`src/rtl/md_issue_ctrl.sv`:
```
// rtl/md_issue_ctrl.sv - E-stage issue gate, latency tracker and stall source for the MD unit
module md_issue_ctrl #(
  parameter int unsigned MUL_CYCLES = 5,
  parameter int unsigned DIV_CYCLES = 10
) (
  input  logic       Clk,
  input  logic       Reset,
  input  logic [2:0] D_mdop,
  input  logic       D_mfhilo,
  input  logic       E_valid,
  input  logic [2:0] E_mdop,
  input  logic       flush,
  input  logic       md_busy,
  output logic [2:0] MDop_out,
  output logic       stall_md,
  output logic       busy_int,
  output logic [3:0] cycles_left,
  output logic       proto_err
);

  typedef enum logic [1:0] {IDLE, RUN_MUL, RUN_DIV} state_t;

  localparam logic [3:0] MUL_LOAD = 4'(MUL_CYCLES);
  localparam logic [3:0] DIV_LOAD = 4'(DIV_CYCLES);

  state_t state;
  logic   e_is_md;
  logic   e_is_long;
  logic   issue_ok;
  logic   start_now;
  logic   d_needs_hilo;
  logic   violation;

  // Issue decision, stall request and protocol-violation detection for the current cycle
  always_comb begin
    e_is_md      = (E_mdop != 3'd0) && (E_mdop != 3'd7);
    e_is_long    = (E_mdop >= 3'd3) && (E_mdop <= 3'd6);
    issue_ok     = E_valid && !flush && (state == IDLE) && e_is_md;
    start_now    = issue_ok && e_is_long;
    d_needs_hilo = (D_mdop != 3'd0) || D_mfhilo;
    busy_int     = (state != IDLE);
    // Combinational outputs are forced low while reset is held so the pipeline sees a quiet unit
    MDop_out     = (Reset && issue_ok) ? E_mdop : 3'd0;
    stall_md     = Reset && d_needs_hilo && (busy_int || start_now);
    violation    = (E_valid && (E_mdop != 3'd0) && (state != IDLE))
                 || (E_valid && (E_mdop == 3'd7))
                 || (busy_int != md_busy);
  end

  // Busy-window FSM: load the latency on issue, count down to idle, latch protocol errors
  always_ff @(posedge Clk or negedge Reset) begin
    if (!Reset) begin
      state       <= IDLE;
      cycles_left <= 4'd0;
      proto_err   <= 1'b0;
    end else begin
      if (violation) begin
        proto_err <= 1'b1;
      end
      case (state)
        IDLE: begin
          if (start_now) begin
            if (E_mdop <= 3'd4) begin
              state       <= RUN_MUL;
              cycles_left <= MUL_LOAD;
            end else begin
              state       <= RUN_DIV;
              cycles_left <= DIV_LOAD;
            end
          end
        end
        RUN_MUL, RUN_DIV: begin
          // The unit cannot abort, so flushes never shorten the window
          if (cycles_left <= 4'd1) begin
            state       <= IDLE;
            cycles_left <= 4'd0;
          end else begin
            cycles_left <= cycles_left - 4'd1;
          end
        end
        default: begin
          state       <= IDLE;
          cycles_left <= 4'd0;
        end
      endcase
    end
  end

endmodule
```
`config.mk`:
```
export PLATFORM = sky130hd
export DESIGN_NAME = md_issue_ctrl
export DESIGN_NICKNAME = d
export VERILOG_FILES = /design/src/rtl/md_issue_ctrl.sv
export SDC_FILE = /design/constraint.sdc
export NUM_CORES = 1
export LEC_CHECK = 0
export ABC_CLOCK_PERIOD_IN_PS = 2300
export BUFFER_PORTS_ARGS = -buffer_cell sky130_fd_sc_hd__buf_2
export CAP_MARGIN = 5
export CORE_AREA = 3 3 40 42
export DETAILED_ROUTE_END_ITERATION = 12
export DIE_AREA = 0 0 43 45
export GPL_TIMING_DRIVEN = 0
export PLACE_DENSITY = 0.7
export SYNTH_ARGS = -nofsm -noshare
export SYNTH_HDL_FRONTEND = slang
export SYNTH_SLANG_ARGS = --single-unit
```
`constraint.sdc`:
```
create_clock -name Clk -period 2.3 [get_ports Clk]
set_input_delay 0.23 -clock Clk [delete_from_list [all_inputs] [get_ports Clk]]
set_output_delay 0.23 -clock Clk [all_outputs]
set_load 0.02 [all_outputs]
```
## Word level (Yosys, flattened, before mapping)

Index checks and enable logic that the tools add are counted.

- Register bits: 7
- Bits of input ports: 12
- Output and inout bits: 10

- $add $sub $neg: 1
- Order comparisons: 4
- Eq/ne operators: 7
- Multiplexer cells: 9
- Reduce and logical (&&, ||, !) cells: 23

Operators with widths:

| kind | number |
|---|---|
| $logic_and A1 B1 Y1 | 12 |
| $mux W4 | 3 |
| $pmux W4 S2 | 1 |
| $le A3 B3 Y1 const B | 2 |
| $mux W2 | 3 |
| $reduce_bool A3 Y1 | 2 |
| $le A4 B1 Y1 const B | 1 |
| $logic_or A1 B1 Y1 | 4 |
| $ne A2 B2 Y1 const B | 2 |
| $pmux W2 S2 | 1 |
| $sub A4 B1 Y4 const B | 1 |
| $eq A3 B3 Y1 const B | 1 |
| $ge A3 B2 Y1 const B | 1 |
| $mux W3 | 1 |
| $ne A3 B3 Y1 const B | 1 |
| $eq A2 B1 Y1 const B | 1 |
| $eq A2 B2 Y1 const B | 1 |
| $logic_not A2 Y1 | 1 |
| $reduce_and A2 Y1 | 1 |
| $reduce_bool A2 Y1 | 1 |
| $reduce_or A2 Y1 | 1 |
| $logic_not A1 Y1 | 1 |
| $ne A1 B1 Y1 | 1 |

## Depth between registers and ports, before layout

- Depth in word-level cells: 7
- Mapped depth: 6

## Least setup slack after synthesis

OpenSTA, ideal clock, no wires.

- Path kind: reg-to-reg
- From: register cycles_left[0]
- To: register state[0]
- Setup time: 0.079 ns
- Arrival time: 1.457 ns
- Setup slack: 0.764 ns
- Stages on the path, launching flop included: 7
- Path buffers: 0
- Clock period less this slack: 1.536 ns
- Path through: dfrtp_1 inv_1 ha_1 nor2_1 o31ai_1 a21boi_2 mux2i_1

- Word-level cells in the longest chain between the ends: 3

RTL lines:

| what | line | source |
|---|---|---|
| start, declared | 17 | `output logic [3:0] cycles_left,` |
| start signal, assigned | 78 | `cycles_left <= cycles_left - 4'd1;` |
| $le A4 B1 Y1 | 74 | `if (cycles_left <= 4'd1) begin` |
| $ne A2 B2 Y1 (no line) | -- |  |
| $reduce_and A2 Y1 (no line) | -- |  |
| end signal, assigned | 67 | `state <= RUN_DIV;` |
| end signal, assigned | 75 | `state <= IDLE;` |
| end signal, assigned | 82 | `state <= IDLE;` |
| end, declared | 26 | `state_t state;` |

No other way between the ends.
A chain may end at the register's enable or synchronous reset.

## Worst setup path in the final report

- From: register state[0]
- To: output port MDop_out[0]

- Word-level cells in the longest chain between the ends: 5

RTL lines:

| what | line | source |
|---|---|---|
| start signal, assigned | 53 | `state <= IDLE;` |
| start signal, assigned | 64 | `state <= RUN_MUL;` |
| start signal, assigned | 67 |  |
| $logic_not A2 Y1 | 38 | `issue_ok = E_valid && !flush && (state == IDLE) && e_is_md;` |
| $logic_and A1 B1 Y1 (2 in a row) | 38 |  |
| $logic_and A1 B1 Y1 | 43 | `MDop_out = (Reset && issue_ok) ? E_mdop : 3'd0;` |
| $mux W3 | 43 |  |
| end, declared | 14 | `output logic [2:0] MDop_out,` |

No other way between the ends.

==> key figures <==
Outcome
  – Status: completed

Timing
  – Final period util: 79.3%
  – Skew final: 0.00286 ns
  – Setup TNS: 0 ns
  – Final setup fails: 0
  – Fin. Hold Viols: 0
  – Fmax: 548 MHz
  – Slew headroom: approximately 77%
  – Slew Limit Fails: 0
  – Tmin final: 1.82 ns
  – Unrepaired setup endpoints after global routing: no
  – Slew at the pin closest to its max-slew limit: between 0.3 and 0.4 ns

Cells and area
  – Area grow syn2layout: 28.4%
  – Layout cell share with drive strength beyond 1: 36.8%
  – N_diodes: 0
  – Layout Nets: 104
  – Final instance count without filler cells: ~100

Pwr
  – Clk pwr share: 12.6%
  – Flop pwr share: 23.7%
  – P_leak: 0.375 nW
  – Total Power: roughly 0.00089 W
  – Maximum vdd drop: 773 uV
  – Combinational power share: between 60% and 70%
  – Internal Dissipation: 0.000487 W
  – PwrDens: 1230 nW/um^2
  – Sw frac: 45.5%
  – Net Sw Power: 0.000406 W

Synthesis
  – Post-Synth XOR/XNOR Area: under 10%
  – Post-synth cell types: 30
  – Multiplexer share of the synthesized area: 3.55%
  – Top post-synthesis cells by area: dfrtp_1 31%, ha_1 8.9%, inv_1 4.7%, a22o_1 4.7%, a21boi_2 4.0%
  – Yosys reg bits: 7
  – Top post-synthesis cells by count: 7 x dfrtp_1, 7 x inv_1, 5 x nand2_1
  – Synthesized Nets: 77
  – Post-Synth Adder-Cell Area: 8.87%
  – FFs w/ async S/R, synth: 100%
  – Post-Synth Simple-Gate Area: 20.6%
  – Ys Warns: 0
  – Post-synth EDFFs: 0
  – Leading area contributor after synthesis: dfrtp_1
  – Share of the synthesized area in the top cell type: 31.0%
  – Compound-gate portion of the synthesized area: 28.4%
  – Largest family of logic cells by synthesized area: compound AO/OA/AOI/OAI gates
  – Syn Area/Cell: 9.25 um^2
  – Post-Synthesis Cells: 61
  – Synth Cell Area: 564 um^2
  – Register area share after synthesis: 31.0%
  – Most common flop cell mapped by yosys: dfrtp_1

Floorplanning
  – Initial cell density of the core: 43.9%
  – Core box area: 1280 um^2
  – Cell Rows: 13
  – Die X: 43 um
  – DIE AREA: 1940 um^2
  – Io pins: 22
  – Die height: 45 um

GRT
  – Total track usage: 15.2%
  – Vias in the first global route: 523
  – Total gr overflow: 0
  – Initial antenna violation count: 0
  – First-pass GRT wire length: 2170 um
  – Pin count of the biggest net entering global routing: 11

Clocking
  – Root Buffer: clkbuf_4
  – Worst-Skew Late Latency: 0.25 ns
  – # H-tree levels: 1
  – PostCTS Resize Cnt: 0
  – CTS Buffer Depth: 2
  – CTS tree: yes
  – CTS buffer count: 3
  – Clk slew on worst S/H paths: 0.05 ns
  – Number of buffers inserted to repair setup after CTS: 0
  – Clk sinks: 7

Worst setup path
  – Crit start category: register
  – CP required: between 2 and 2.5 ns
  – Crit Path Class: reg2out
  – Crit path DAT: 1.59 ns
  – Worst path max stage delay: 0.39 ns
  – Setup crit end kind: primary output
  – Crit-path max FO: 10
  – Critical path, cell by cell: inv_1 -> ha_1 -> buf_4 -> and3_1 -> and3_2 -> buf_2
  – Crit-path slowest cell: dfrtp_1

Hold path
  – Worst Hold Class: in2reg

Placement
  – Routability cong.: 0.737
  – Dpl hpwl: 1010 um
  – IO buf count: 21
  – DP Cell Count: 97

Route
  – Drt wl/cell: 12.7 um
  – Starting DRT DRC Count: 10
  – WL final: 1290 um
  – Via/cell ratio: 5.36
  – Vias after detailed routing: 547
  – Initial DRT Pass Iterations: 4
  – DRT antenna net count: 0
  – # DRC: 0

Flow run
  – Number of max-cap violations: 0
-- registers in the layout (all words and copies together), names as in the netlist --
register and cells:
cycles_left 4, state 2, proto_err 1
-- layout make-up --
| cell class | count | area [um^2] |
|---|---|---|
| tap | 15 | 18.8 |
| sequential | 7 | 175 |
| buffer | 1 | 7.51 |
| fill | 129 | 561 |
| clock buffer | 4 | 26.3 |
| inverter | 7 | 26.3 |
| multi-input combinational | 46 | 355 |
| timing repair buffer | 22 | 115 |
-- worst max-delay path: cells and delay by family, from the launching register on --
kind,cells,cell delay (ns)
buf+inv,3,0.41
flops,1,0.39
simple gates,2,0.36
fa+ha+maj,1,0.18
-- stage by stage --
stage               hold WS, ns  setup slack (ns)  utilization [%]  instance area [um^2]
CTS                       0.214             0.465             56.4                   724
detailed placement       0.0877             0.667             53.6                   688
global route              0.215             0.364             56.4                   724
global placement         0.0861             0.673             53.6                   688
floorplan               -0.0656             0.764                -                   564
finish                    0.211             0.477             56.4                   724
-- cell families (layout without fill, tap and decap cells) --
group,after synthesis,in the layout
buffers and inverters,8,34
flip-flops,7,7
AND/OR/NAND/NOR,20,20
adder cells (fa/ha/maj),4,4
multiplexers,2,2
AO/OA/AOI/OAI,19,19
XOR/XNOR,1,1
-- power by group through the flow --
stage / logic, W / registers, W / clock network (W)
finish: 0.000569 / 0.000212 / 0.000113
global route: 0.000628 / 0.000219 / 0.000125
CTS: 0.000565 / 0.000211 / 0.000117
detailed placement: 0.000560 / 0.000211 / 0
global placement: 0.000554 / 0.000207 / 0
floorplan: 0.000393 / 0.000241 / 0
-- metal layers --
layer / part of all wire (%) / track usage, %
met5: 0 / 0
met3: 7.1 / 4.78
met1: 44 / 18.9
met4: 0.23 / 5.42
met2: 49 / 24.9
-- repair_timing --
| item | CTS | global route |
|---|---|---|
| hold buffers | 1 | 0 |
| endpoints found under the hold margin | 7 | 0 |
| setup endpoints to repair | 0 | 0 |
-- worst paths after layout --
kind	slack [ns]	startpoint	depth (start not counted)	end
max	0.48	state[0]$_DFFE_PN0P_	6	MDop_out[0]
min reg2reg	0.48	proto_err$_DFFE_PN0P_	1	proto_err$_DFFE_PN0P_
min	0.21	E_valid	2	proto_err$_DFFE_PN0P_
max reg2reg	0.63	cycles_left[0]$_DFFE_PN0P_	6	state[0]$_DFFE_PN0P_
min in group asynchronous	0.35	Reset	2	cycles_left[1]$_DFFE_PN0P_
max in group asynchronous	1.77	Reset	2	state[0]$_DFFE_PN0P_
-- cells in the final DEF, fill, tap and decap left out, types with 2 or more instances in the layout --
cell type,n
a22o_1,3
mux2i_1,2
clkbuf_4,3
a21oi_1,3
dfrtp_1,7
inv_1,7
and3_1,2
nor2_1,3
o21ai_0,4
nand2_1,5
buf_2,21
ha_1,4
a21boi_2,2
(Power assumes the default switching activity.)
